$ cat src/rtl/edge_overlay_key_if.sv
// edge_overlay_key_if: pixel stream bundle for the edge-overlay keyer.
//   Pixel stream into the keyer : in_valid, line_start, frame_start, edgein
//   Pixel stream out of the keyer: out_valid, edgeout, select
//   Frame statistics             : edge_count, edge_count_last
// The master modport belongs to the source/sink side; the keyer uses slave.
interface edge_overlay_key_if #(
  parameter int DATA_W   = 8,
  parameter int CHANNELS = 3,
  parameter int COUNT_W  = 20
) ();
  logic                         in_valid;
  logic                         line_start;
  logic                         frame_start;
  logic [DATA_W-1:0]            edgein;
  logic                         out_valid;
  logic [CHANNELS*DATA_W-1:0]   edgeout;
  logic                         select;
  logic [COUNT_W-1:0]           edge_count;
  logic [COUNT_W-1:0]           edge_count_last;

  modport master (
    output in_valid, line_start, frame_start, edgein,
    input  out_valid, edgeout, select, edge_count, edge_count_last
  );

  modport slave (
    input  in_valid, line_start, frame_start, edgein,
    output out_valid, edgeout, select, edge_count, edge_count_last
  );
endinterface

$ cat src/rtl/edge_overlay_key.sv
// edge_overlay_key: decides per pixel whether the edge map overrides the
// camera video (select=0 picks the overlay), builds the overlay pixel and
// counts overlay pixels per frame. Two-stage pipeline qualified by in_valid.
// Ports:
//   clock, reset      : rising-edge clock, asynchronous active-high reset
//   bus (slave)       : pixel stream in/out and frame counters
//   mode              : 0 exact, 1 threshold, 2 threshold+hold, 3 inverted
//   threshold         : keying threshold
//   hold_len          : extra valid pixels kept keyed after a hit in mode 2
//   color_en, color   : fixed overlay colour instead of grey replication
module edge_overlay_key #(
  parameter int DATA_W   = 8,
  parameter int CHANNELS = 3,
  parameter int HOLD_W   = 4,
  parameter int COUNT_W  = 20
) (
  input  logic                       clock,
  input  logic                       reset,
  edge_overlay_key_if.slave          bus,
  input  logic [1:0]                 mode,
  input  logic [DATA_W-1:0]          threshold,
  input  logic [HOLD_W-1:0]          hold_len,
  input  logic                       color_en,
  input  logic [CHANNELS*DATA_W-1:0] color
);
  localparam logic [1:0] MODE_EXACT  = 2'd0;
  localparam logic [1:0] MODE_THRESH = 2'd1;
  localparam logic [1:0] MODE_HOLD   = 2'd2;
  localparam logic [1:0] MODE_INV    = 2'd3;

  localparam logic [DATA_W-1:0]  EDGE_MAX  = '1;
  localparam logic [HOLD_W-1:0]  HC_ONE    = HOLD_W'(1);
  localparam logic [COUNT_W-1:0] COUNT_ONE = COUNT_W'(1);
  localparam logic [COUNT_W-1:0] COUNT_MAX = '1;

  // stage 1
  logic                       s1_valid;
  logic                       s1_line;
  logic                       s1_frame;
  logic [DATA_W-1:0]          s1_edge;
  logic [1:0]                 s1_mode;
  logic [HOLD_W-1:0]          s1_hold;
  logic                       s1_color_en;
  logic [CHANNELS*DATA_W-1:0] s1_color;
  logic                       s1_hit;

  // stage 2
  logic                       out_valid_q;
  logic [CHANNELS*DATA_W-1:0] edgeout_q;
  logic                       select_q;
  logic [COUNT_W-1:0]         count_q;
  logic [COUNT_W-1:0]         count_last_q;
  logic [HOLD_W-1:0]          hc;

  logic                       raw_hit;
  logic [HOLD_W-1:0]          hc_eff;
  logic [HOLD_W-1:0]          hc_next;
  logic                       key_next;

  always_comb begin
    raw_hit = 1'b0;
    unique case (mode)
      MODE_EXACT:            raw_hit = (bus.edgein == EDGE_MAX);
      MODE_THRESH, MODE_HOLD: raw_hit = (bus.edgein >= threshold);
      MODE_INV:              raw_hit = (bus.edgein < threshold);
      default:               raw_hit = 1'b0;
    endcase
  end

  always_ff @(posedge clock or posedge reset) begin
    if (reset) begin
      s1_valid    <= 1'b0;
      s1_line     <= 1'b0;
      s1_frame    <= 1'b0;
      s1_edge     <= '0;
      s1_mode     <= MODE_EXACT;
      s1_hold     <= '0;
      s1_color_en <= 1'b0;
      s1_color    <= '0;
      s1_hit      <= 1'b0;
    end else begin
      s1_valid <= bus.in_valid;
      if (bus.in_valid) begin
        s1_line     <= bus.line_start;
        s1_frame    <= bus.frame_start;
        s1_edge     <= bus.edgein;
        s1_mode     <= mode;
        s1_hold     <= hold_len;
        s1_color_en <= color_en;
        s1_color    <= color;
        s1_hit      <= raw_hit;
      end
    end
  end

  // A line boundary discards any hold carried over from the previous line
  // before this pixel is evaluated; leaving mode 2 drops it as well.
  always_comb begin
    hc_eff   = s1_line ? '0 : hc;
    key_next = s1_hit;
    hc_next  = '0;
    if (s1_mode == MODE_HOLD) begin
      if (s1_hit) begin
        key_next = 1'b1;
        hc_next  = s1_hold;
      end else if (hc_eff != '0) begin
        key_next = 1'b1;
        hc_next  = hc_eff - HC_ONE;
      end else begin
        key_next = 1'b0;
      end
    end
  end

  always_ff @(posedge clock or posedge reset) begin
    if (reset) begin
      out_valid_q  <= 1'b0;
      edgeout_q    <= '0;
      select_q     <= 1'b1;
      count_q      <= '0;
      count_last_q <= '0;
      hc           <= '0;
    end else begin
      out_valid_q <= s1_valid;
      if (s1_valid) begin
        hc        <= hc_next;
        select_q  <= ~key_next;
        edgeout_q <= s1_color_en ? s1_color : {CHANNELS{s1_edge}};
        if (s1_frame) begin
          // the first pixel of a new frame counts toward the new frame
          count_last_q <= count_q;
          count_q      <= key_next ? COUNT_ONE : '0;
        end else if (key_next && (count_q != COUNT_MAX)) begin
          count_q <= count_q + COUNT_ONE;
        end
      end
    end
  end

  assign bus.out_valid       = out_valid_q;
  assign bus.edgeout         = edgeout_q;
  assign bus.select          = select_q;
  assign bus.edge_count      = count_q;
  assign bus.edge_count_last = count_last_q;
endmodule

$ cat src/flat_wrapper.sv
// flat-port wrapper written by rule: the top's interface ports become plain ports
module edge_overlay_key_flat 
#(
  parameter int DATA_W   = 8,
  parameter int CHANNELS = 3,
  parameter int HOLD_W   = 4,
  parameter int COUNT_W  = 20
)
  (clock, reset, mode, threshold, hold_len, color_en, color, bus_in_valid, bus_line_start, bus_frame_start, bus_edgein, bus_out_valid, bus_edgeout, bus_select, bus_edge_count, bus_edge_count_last);
  edge_overlay_key_if #(.DATA_W(DATA_W), .CHANNELS(CHANNELS), .COUNT_W(COUNT_W)) bus_i ();
  input  logic clock;
  input  logic reset;
  input  logic [1:0] mode;
  input  logic [DATA_W-1:0] threshold;
  input  logic [HOLD_W-1:0] hold_len;
  input  logic color_en;
  input  logic [CHANNELS*DATA_W-1:0] color;
  input wire logic [$bits(bus_i.in_valid)-1:0] bus_in_valid;
  input wire logic [$bits(bus_i.line_start)-1:0] bus_line_start;
  input wire logic [$bits(bus_i.frame_start)-1:0] bus_frame_start;
  input wire logic [$bits(bus_i.edgein)-1:0] bus_edgein;
  output wire logic [$bits(bus_i.out_valid)-1:0] bus_out_valid;
  output wire logic [$bits(bus_i.edgeout)-1:0] bus_edgeout;
  output wire logic [$bits(bus_i.select)-1:0] bus_select;
  output wire logic [$bits(bus_i.edge_count)-1:0] bus_edge_count;
  output wire logic [$bits(bus_i.edge_count_last)-1:0] bus_edge_count_last;
  assign bus_i.in_valid = bus_in_valid;
  assign bus_i.line_start = bus_line_start;
  assign bus_i.frame_start = bus_frame_start;
  assign bus_i.edgein = bus_edgein;
  assign bus_out_valid = bus_i.out_valid;
  assign bus_edgeout = bus_i.edgeout;
  assign bus_select = bus_i.select;
  assign bus_edge_count = bus_i.edge_count;
  assign bus_edge_count_last = bus_i.edge_count_last;
  edge_overlay_key #(.DATA_W(DATA_W), .CHANNELS(CHANNELS), .HOLD_W(HOLD_W), .COUNT_W(COUNT_W)) u_core (.clock(clock), .reset(reset), .bus(bus_i), .mode(mode), .threshold(threshold), .hold_len(hold_len), .color_en(color_en), .color(color));
endmodule
$ cat config.mk
export PLATFORM = sky130hd
export DESIGN_NAME = edge_overlay_key_flat
export DESIGN_NICKNAME = d
export VERILOG_FILES = /design/src/rtl/edge_overlay_key_if.sv /design/src/rtl/edge_overlay_key.sv /design/src/flat_wrapper.sv
export SDC_FILE = /design/constraint.sdc
export NUM_CORES = 1
export LEC_CHECK = 0
export CAP_MARGIN = 20
export CORE_MARGIN = 2
export CORE_UTILIZATION = 35
export DETAILED_ROUTE_END_ITERATION = 16
export SKIP_LAST_GASP = 1
export SLEW_MARGIN = 20
export SYNTH_ARGS = -nofsm -noshare
export SYNTH_HDL_FRONTEND = slang
export SYNTH_SLANG_ARGS = --single-unit
$ cat constraint.sdc
create_clock -name clock -period 4.5 [get_ports clock]
set_input_delay 1.125 -clock clock [delete_from_list [all_inputs] [get_ports clock]]
set_output_delay 1.125 -clock clock [all_outputs]
set_load 0.01 [all_outputs]
==> impl_metrics.toml, run 1 <==
[setup_path]
cp.arrival_ns = 2.90
critPathTopFamily = "compound AO/OA/AOI/OAI gates"
cp_slowest_stage_delay_ns = 0.50
path_class = "in2reg"
crit_top_cell = "o31ai_1"
timing.critical_path.buf_inv = 2
cp_slowest_cell = "clkdlybuf4s50_1"
path_max_fanout = 3
crit_path_end_kind = "register"
cp-start-kind = "input port"
worstPathRequired_ns = 4.79
path_cells = "clkdlybuf4s50_1 -> inv_1 -> ha_1 -> nand2b_1 -> a2111oi_0 -> o31ai_1 -> a32oi_1 -> o31ai_1"

[yosys]
yosys_warnings = 0
syn_nets = 555
synth_seq_cells = 113
ys_types = 44
synth.avg_cell_area_um2 = 10.3
synth.cell_area_mm2 = 0.00507
synth-main-ff-cell = "dfrtp_1"
synth_edf_count = 0
async_reset_ff_share_pct = 100
ys_seq_area_share_pct = 55.8
synthesis.instances = 492

[place]
io_buffers = 117
gp_congestion = 0.770
dp_hpwl_mm = 8.87
post-place-ws_ns = 1.48

[timing]
clock_skew_ns = 0.00756
finalHoldViolCount = 0
worst_slew_pin_slew_ns = 0.839
rsz0062_at_grt = "no"
fmax_mhz = 382
worst_slack_ns = 1.88
min_period_over_period_pct = 58.1
slew_violations = 0
tns_ns = 0
setup_viol = 0
period_minus_slack_ns = 2.62
relSlewSlack_pct = 43.9

[floorplanning]
start_util_pct = 36.2
die_h_um = 124
io_pins = 118
die-width_um = 124
rows = 43
dieArea_mm2 = 0.0155
core_mm2 = 0.0140

[layout]
diodes = 0
utilization_pct = 49.5
area_delta_synth_final_pct = 36.7
layout_commonest_cell = "clkdlybuf4s50_1"
fillers = 1288
mostFrequentLayoutCells = "116 x clkdlybuf4s50_1, 111 x dfrtp_1, 75 x nand2_1"
register_area_mm2 = 0.00283
final_nets = 670
multi_input_area_mm2 = 0.00207
drive_gt1_share_pct = 12.8

[route]
wl_mm = 12.8
vias = 4044
antenna_left = 0
remaining_drc_errors = 0
viasPerCell = 5.08
drt_first_pass_iters = 4
drtIter0Drc = 262
routedWlPerCell_um = 16.1

[clock_network]
ctsResizeCount = 0
clockBufferDepth = 2
clk_latency_ns = 0.41
htree_levels = 4
cts_root_buf = "clkbuf_16"
path_clk_slew_ns = 0.05
cts_sinks = 113
ctsHoldBuffers = 0
postCtsSetupRepairBufs = 0
cts_made_buffers = 17
cts_tree = "yes"

[global_route]
antenna_found_initial = 2
grt_pass1_vias = 4194
grt_util_all_layers_pct = 17.3
grt_overflow_total = 0
grt_max_degree = 61
grt_pass1_wl_mm = 21.4

[power_and_ir_drop]
power_leakage_nw = 3.01
p_total_mw = 2.76
power_density_mw_per_mm2 = 398
ir_drop_mv = 0.240

[min_path]
hold_path.class = "reg2reg"

[run_status]
status = "finished, final reports clean"

[run]
max_cap_violations = 0
-- per-stage QoR --
stage	instances	hold slack, ns	area, um^2
3_5_place_dp	768	0.462	6410
2_1_floorplan	492	0.435	5070
4_1_cts	796	0.475	6930
6_report	796	0.472	6930
3_3_place_gp	768	0.460	6410
5_1_grt	796	0.505	6930
-- registers in the layout, summed over array words and instances, names as in the netlist, 2 cells and up --
name and cells:
u_core.s1_mode 2, u_core.s1_hold 4, u_core.s1_edge 8, u_core.hc 4
u_core.bus.edge_count_last 20, u_core.bus.edgeout 24, u_core.s1_color 24, u_core.bus.edge_count 20
-- worst paths after layout --
kind / start / endpoint / slack [ns] / cells after the start
setup / recovery: bus_edgein[0] / u_core.s1_hit$_DFFE_PP0P_ / 1.88 / 8
hold / removal: u_core.bus.edge_count_last[7]$_DFFE_PP0P_ / u_core.bus.edge_count_last[7]$_DFFE_PP0P_ / 0.47 / 2
setup reg to reg: u_core.s1_valid$_DFF_PP0_ / u_core.bus.edge_count[15]$_DFFE_PP0P_ / 1.95 / 5
hold reg to reg: u_core.bus.edge_count_last[7]$_DFFE_PP0P_ / u_core.bus.edge_count_last[7]$_DFFE_PP0P_ / 0.47 / 2
max in group asynchronous: reset / u_core.s1_color[0]$_DFFE_PP0P_ / 2.57 / 3
min in group asynchronous: reset / u_core.bus.edge_count[4]$_DFFE_PP0P_ / 1.19 / 2
-- synthesized netlist by cell type, types with 3 or more instances --
library cell / n / share of area [%]
clkbuf_1: 21 / 1.6
dfrtp_1: 112 / 55
a21oi_1: 66 / 6.5
ha_1: 11 / 2.7
nor2b_1: 12 / 1.5
nand2_1: 75 / 5.6
and2_1: 4 / 0.49
o22ai_1: 4 / 0.49
o31ai_1: 7 / 1.0
nand3_1: 8 / 0.79
nand4_1: 7 / 0.86
and3_1: 6 / 0.74
o21ai_0: 8 / 0.79
nor3_1: 3 / 0.30
inv_1: 18 / 1.3
buf_1: 3 / 0.22
and4_1: 4 / 0.69
xor2_1: 4 / 0.69
mux2_2: 41 / 9.1
nor2_1: 36 / 2.7
or3_1: 7 / 0.86
or4_1: 6 / 0.89
-- cell type report --
class                           instances  area share [%]
Multi-Input combinational cell        335            29.9
Tap cell                              180            3.25
Clock inverter                          8           0.976
Timing Repair Buffer                  122            17.6
Sequential cell                       113            40.9
Inverter                               18            1.01
Clock buffer                           20            6.45
-- worst register-to-register path: cells and delay by family, from the launching register on --
| kind | cells | cell delay (ns) |
|---|---|---|
| AO/OA/AOI/OAI | 2 | 0.49 |
| flip-flops | 1 | 0.35 |
| AND/OR/NAND/NOR | 2 | 1.16 |
| buffers and inverters | 1 | 0.49 |
-- where the power goes --
| part | total [mW] | internal [mW] | switching (mW) | leakage (nW) |
|---|---|---|---|---|
| Combinational | 0.399 | 0.212 | 0.187 | 1.34 |
| Clock | 1.19 | 0.751 | 0.434 | 0.257 |
| Sequential | 1.17 | 1.11 | 0.0653 | 1.41 |
-- layer usage --
| metal | vias to the layer above | routed length (um) | global-route usage [%] |
|---|---|---|---|
| met5 | - | 13 | 0 |
| met4 | 2 | 150 | 5.82 |
| met3 | 16 | 964 | 6.79 |
| met2 | 117 | 6180 | 27.2 |
| met1 | 1962 | 5480 | 21.8 |
| li1 | 1947 | - | - |
-- cells by family after synthesis --
group / count (synthesis) / synth area share [%]
XOR/XNOR: 4 / 0.691
adder cells (fa/ha/maj): 11 / 2.72
flip-flops: 113 / 55.8
buffers and inverters: 44 / 3.31
AO/OA/AOI/OAI: 101 / 11.4
AND/OR/NAND/NOR: 177 / 16.8
multiplexers: 42 / 9.31
(Power assumes the default switching activity.)
==> inputs of run 2 (changes only) <==
==> constraint.sdc (replaced) <==
create_clock -name clock -period 2.7 [get_ports clock]
set_input_delay 0.675 -clock clock [delete_from_list [all_inputs] [get_ports clock]]
set_output_delay 0.675 -clock clock [all_outputs]
set_load 0.01 [all_outputs]
==> impl_metrics.toml, run 2 (synthesis results as in run 1) <==
[layout]
final_nets = 674
mostFrequentLayoutCells = "116 x clkdlybuf4s50_1, 111 x dfrtp_1, 75 x nand2_1"
diodes = 0
area_delta_synth_final_pct = 39.6
drive_gt1_share_pct = 14.0
layout_commonest_cell = "clkdlybuf4s50_1"
utilization_pct = 50.6

[clock_network]
cts_made_buffers = 17
ctsResizeCount = 0
postCtsSetupRepairBufs = 0
path_clk_slew_ns = 0.05
clockBufferDepth = 2
cts_tree = "yes"
htree_levels = 4
cts_root_buf = "clkbuf_16"
ctsHoldBuffers = 0
cts_sinks = 113
clk_latency_ns = 0.41

[timing]
tns_ns = 0
finalHoldViolCount = 0
slew_violations = 0
min_period_over_period_pct = 88.5
period_minus_slack_ns = 2.39
setup_viol = 0
worst_slack_ns = 0.309
relSlewSlack_pct = 42.7
worst_slew_pin_slew_ns = 0.859
rsz0062_at_grt = "no"
clock_skew_ns = 0.0101
fmax_mhz = 418

[route]
wl_met1_mm = 5.63
drt_first_pass_iters = 4
wl_mm = 12.6
top_layer = "met4"
routedWlPerCell_um = 15.7
antenna_left = 0
drtIter0Drc = 219
remaining_drc_errors = 0
viasPerCell = 5.09
route.met3.wl_um = 818
wl_met2_mm = 6.03
vias = 4089

[floorplanning]
rows = 43
start_util_pct = 36.2
io_pins = 118
die_h_um = 124
dieArea_mm2 = 0.0155
core_mm2 = 0.0140
die-width_um = 124

[global_route]
antenna_found_initial = 0
grt_util_all_layers_pct = 17.1
grt_pass1_vias = 4255
grt_max_degree = 60
grt_overflow_total = 0
grt_pass1_wl_mm = 21.3

[setup_path]
cp_slowest_cell = "or4b_2"
critPathTopFamily = "simple AND/OR/NAND/NOR gates"
crit_path_end_kind = "register"
path_max_fanout = 14
cp-start-kind = "register"
crit_top_cell = "and4_1"
worstPathRequired_ns = 3.03
path_cells = "ha_1 -> and2_1 -> and4_1 -> and4_1 -> or4b_2 -> o21ai_0"
cp_slowest_stage_delay_ns = 0.67
path_class = "reg2reg"
cp.arrival_ns = 2.72
timing.critical_path.buf_inv = 0

[power_and_ir_drop]
combPwrFrac_pct = 13.7
power_frac_seq_pct = 40.1
ir_drop_mv = 0.393
swShare_pct = 24.0
clockPowerShare_pct = 46.3
power_leakage_nw = 3.07
power_density_mw_per_mm2 = 692
p_int_mw = 3.72
switchingPower_mw = 1.18

[run_status]
status = "finished, final reports clean"

[place]
dp_hpwl_mm = 9.07
gp_congestion = 0.849
post-place-ws_ns = 0.153
io_buffers = 117

[min_path]
hold_path.class = "reg2reg"

[run]
max_cap_violations = 0
[run 2: cell type report]
cell class,count,area [um^2]
clock buffers,21,470
clock inverters,10,134
fillers,1245,6920
inverters,18,71.3
multi-input cells,335,2070
flip-flops and latches,113,2830
well taps,180,225
repair buffers,126,1270
[run 2: metrics by stage]
step,instance area [um^2],power (mW),hold WS [ns],instances
2_1_floorplan,5070,2.30,0.435,492
3_3_place_gp,6470,2.64,0.457,772
3_5_place_dp,6470,2.66,0.466,772
4_1_cts,7070,4.96,0.479,803
5_1_grt,7070,5.12,0.514,803
6_report,7070,4.89,0.470,803
[run 2: final timing paths]
kind | slack, ns | depth (start not counted) | from | to
setup reg to reg | 0.31 | 6 | u_core.bus.edge_count[0]$_DFFE_PP0P_ | u_core.bus.edge_count[1]$_DFFE_PP0P_
min in group asynchronous | 0.69 | 2 | reset | u_core.s1_valid$_DFF_PP0_
max in group asynchronous | 1.40 | 3 | reset | u_core.bus.edgeout[12]$_DFFE_PP0P_
setup / recovery | 0.31 | 6 | u_core.bus.edge_count[0]$_DFFE_PP0P_ | u_core.bus.edge_count[1]$_DFFE_PP0P_
hold / removal | 0.47 | 2 | u_core.bus.edge_count_last[12]$_DFFE_PP0P_ | u_core.bus.edge_count_last[12]$_DFFE_PP0P_
hold reg to reg | 0.47 | 2 | u_core.bus.edge_count_last[12]$_DFFE_PP0P_ | u_core.bus.edge_count_last[12]$_DFFE_PP0P_
[run 2: tightest hold or removal path, cell delays in order, from the launching register on]
cell and delay, ns:
dfrtp_1 0.34, nand2_1 0.05, nand2_1 0.05
[run 2: power by group through the flow]
stage / logic (mW) / registers, mW / clock network (mW)
detailed placement: 0.677 / 1.99 / 0
CTS: 0.679 / 1.96 / 2.32
finish: 0.668 / 1.96 / 2.26
global placement: 0.662 / 1.98 / 0
global route: 0.734 / 1.98 / 2.40
floorplan: 0.313 / 1.98 / 0
[run 2: per-layer routing]
layer / up-vias / global-route usage [%]
met1: 1988 / 21.6
met4: 0 / 5.29
met3: 18 / 6.40
met2: 120 / 27.4
met5: - / 0
li1: 1963 / -
==> inputs of run 3 (changes only) <==
--- a/config.mk
+++ b/config.mk
@@ -10,7 +10,6 @@
 export CORE_UTILIZATION = 35
 export DETAILED_ROUTE_END_ITERATION = 16
 export SKIP_LAST_GASP = 1
-export SLEW_MARGIN = 20
 export SYNTH_ARGS = -nofsm -noshare
 export SYNTH_HDL_FRONTEND = slang
 export SYNTH_SLANG_ARGS = --single-unit
==> constraint.sdc (replaced) <==
create_clock -name clock -period 2.6 [get_ports clock]
set_input_delay 0.65 -clock clock [delete_from_list [all_inputs] [get_ports clock]]
set_output_delay 0.65 -clock clock [all_outputs]
set_load 0.01 [all_outputs]
==> impl_metrics.toml, run 3 (synthesis results as in run 1) <==
[run_status]
status = "finished, final reports clean"

[global_route]
grt_util_all_layers_pct = 16.5
antenna_found_initial = 0
grt_overflow_total = 0
grt_max_degree = 60
grt_pass1_vias = 4053
grt_pass1_wl_mm = 20.5

[layout]
drive_gt1_share_pct = 14.4
utilization_pct = 50.3
fillers = 1295
stdcell_count = 807
mostFrequentLayoutCells = "116 x clkdlybuf4s50_1, 111 x dfrtp_1, 75 x nand2_1"
layout_commonest_cell = "clkdlybuf4s50_1"
final_nets = 677
fin_area_mm2 = 0.00704
diodes = 0
area_delta_synth_final_pct = 38.9

[place]
dp_hpwl_mm = 8.88
post-place-cells = 775
gp_congestion = 0.843
place_area_mm2 = 0.00648
post-place-ws_ns = 0.0625
io_buffers = 117

[min_path]
hp-start = "u_core.bus.edge_count_last[17]$_DFFE_PP0P_"
hold_path.class = "reg2reg"
min_path_cells = 2
whs_endpoint = "u_core.bus.edge_count_last[17]$_DFFE_PP0P_"

[setup_path]
crit_top_cell = "and4_1"
path_max_fanout = 14
cp_slowest_stage_delay_ns = 0.66
r2r_end = "u_core.bus.edge_count[1]$_DFFE_PP0P_"
r2r_start = "u_core.bus.edge_count[0]$_DFFE_PP0P_"
path_class = "reg2reg"
cp_slowest_cell = "or4b_2"
cp.arrival_ns = 2.63
r2r_slack_ns = 0.31
cp-start-kind = "register"
ff2ff_path_depth = 6
crit_path_end_kind = "register"
worstPathRequired_ns = 2.93
path_cells = "ha_1 -> and2_1 -> and4_1 -> and4_1 -> or4b_2 -> o21ai_0"

[route]
drt_first_pass_iters = 4
drtIter0Drc = 229
wl_mm = 12.3
antenna_left = 0
vias = 4056
routedWlPerCell_um = 15.2
viasPerCell = 5.03
remaining_drc_errors = 0

[clock_network]
cts_root_buf = "clkbuf_16"
cts_tree = "yes"
htree_levels = 4
ctsHoldBuffers = 0
cts_made_buffers = 17
cts_sinks = 113
path_clk_slew_ns = 0.05
clockBufferDepth = 2
ctsResizeCount = 0
postCtsSetupRepairBufs = 0
clk_latency_ns = 0.42

[floorplanning]
dieArea_mm2 = 0.0155
core_mm2 = 0.0140
die_h_um = 124
die-width_um = 124
start_util_pct = 36.2
rows = 43
io_pins = 118

[timing]
min_period_over_period_pct = 88.3
worst_slew_pin_slew_ns = 0.609
hold_ws_ns = 0.476
worst_slack_ns = 0.305
fmax_mhz = 436
relSlewSlack_pct = 59.3
tns_ns = 0
slew_violations = 0
period_minus_slack_ns = 2.29
clock_skew_ns = 0.0101
rsz0062_at_grt = "no"
finalHoldViolCount = 0
setup_viol = 0

[power_and_ir_drop]
power_density_mw_per_mm2 = 694
power_leakage_nw = 3.05
ir_drop_mv = 0.405
p_total_mw = 4.88

[run]
max_cap_violations = 0
==> run 3: layout make-up <==
class / count / area [um^2] / share of cell area (%)
timing repair buffer: 129 / 1280 / 18.2
tap: 180 / 225 / 3.20
multi-input combinational: 335 / 2070 / 29.4
inverter: 18 / 71.3 / 1.01
sequential: 113 / 2830 / 40.2
clock inverter: 10 / 85.1 / 1.21
clock buffer: 22 / 474 / 6.74
==> run 3: worst max path at each step <==
| stage | end | slack [ns] | start |
|---|---|---|---|
| floorplan | u_core.bus.edge_count[1]$_DFFE_PP0P_ | 0.33 | u_core.bus.edge_count[0]$_DFFE_PP0P_ |
| global placement | u_core.s1_hit$_DFFE_PP0P_ | 0.09 | bus_edgein[0] |
| detailed placement | u_core.s1_hit$_DFFE_PP0P_ | 0.06 | bus_edgein[0] |
| CTS | u_core.bus.edge_count[1]$_DFFE_PP0P_ | 0.30 | u_core.bus.edge_count[0]$_DFFE_PP0P_ |
| global route | u_core.bus.edge_count[1]$_DFFE_PP0P_ | 0.20 | u_core.bus.edge_count[0]$_DFFE_PP0P_ |
| finish | u_core.bus.edge_count[1]$_DFFE_PP0P_ | 0.31 | u_core.bus.edge_count[0]$_DFFE_PP0P_ |
==> run 3: power by group <==
group / switching, mW / leakage, nW / internal (mW)
registers: 0.115 / 1.41 / 1.91
logic: 0.317 / 1.38 / 0.375
clock network: 0.787 / 0.268 / 1.38
total: 1.22 / 3.05 / 3.67
==> run 3: worst max-delay path, delay by kind of cell, from the launching register on <==
| family | cells | cell delay (ns) |
|---|---|---|
| AOI/OAI and AO/OA | 1 | 0.09 |
| and+or+nand+nor | 4 | 1.44 |
| adders and majority gates | 1 | 0.24 |
| DFF | 1 | 0.44 |
==> run 3: per-layer routing <==
| metal | share of wire, % | GRT usage, % |
|---|---|---|
| met5 | 0 | 0 |
| met4 | 1.2 | 5.02 |
| met3 | 6.9 | 6.70 |
| met2 | 46 | 25.3 |
| met1 | 46 | 21.5 |
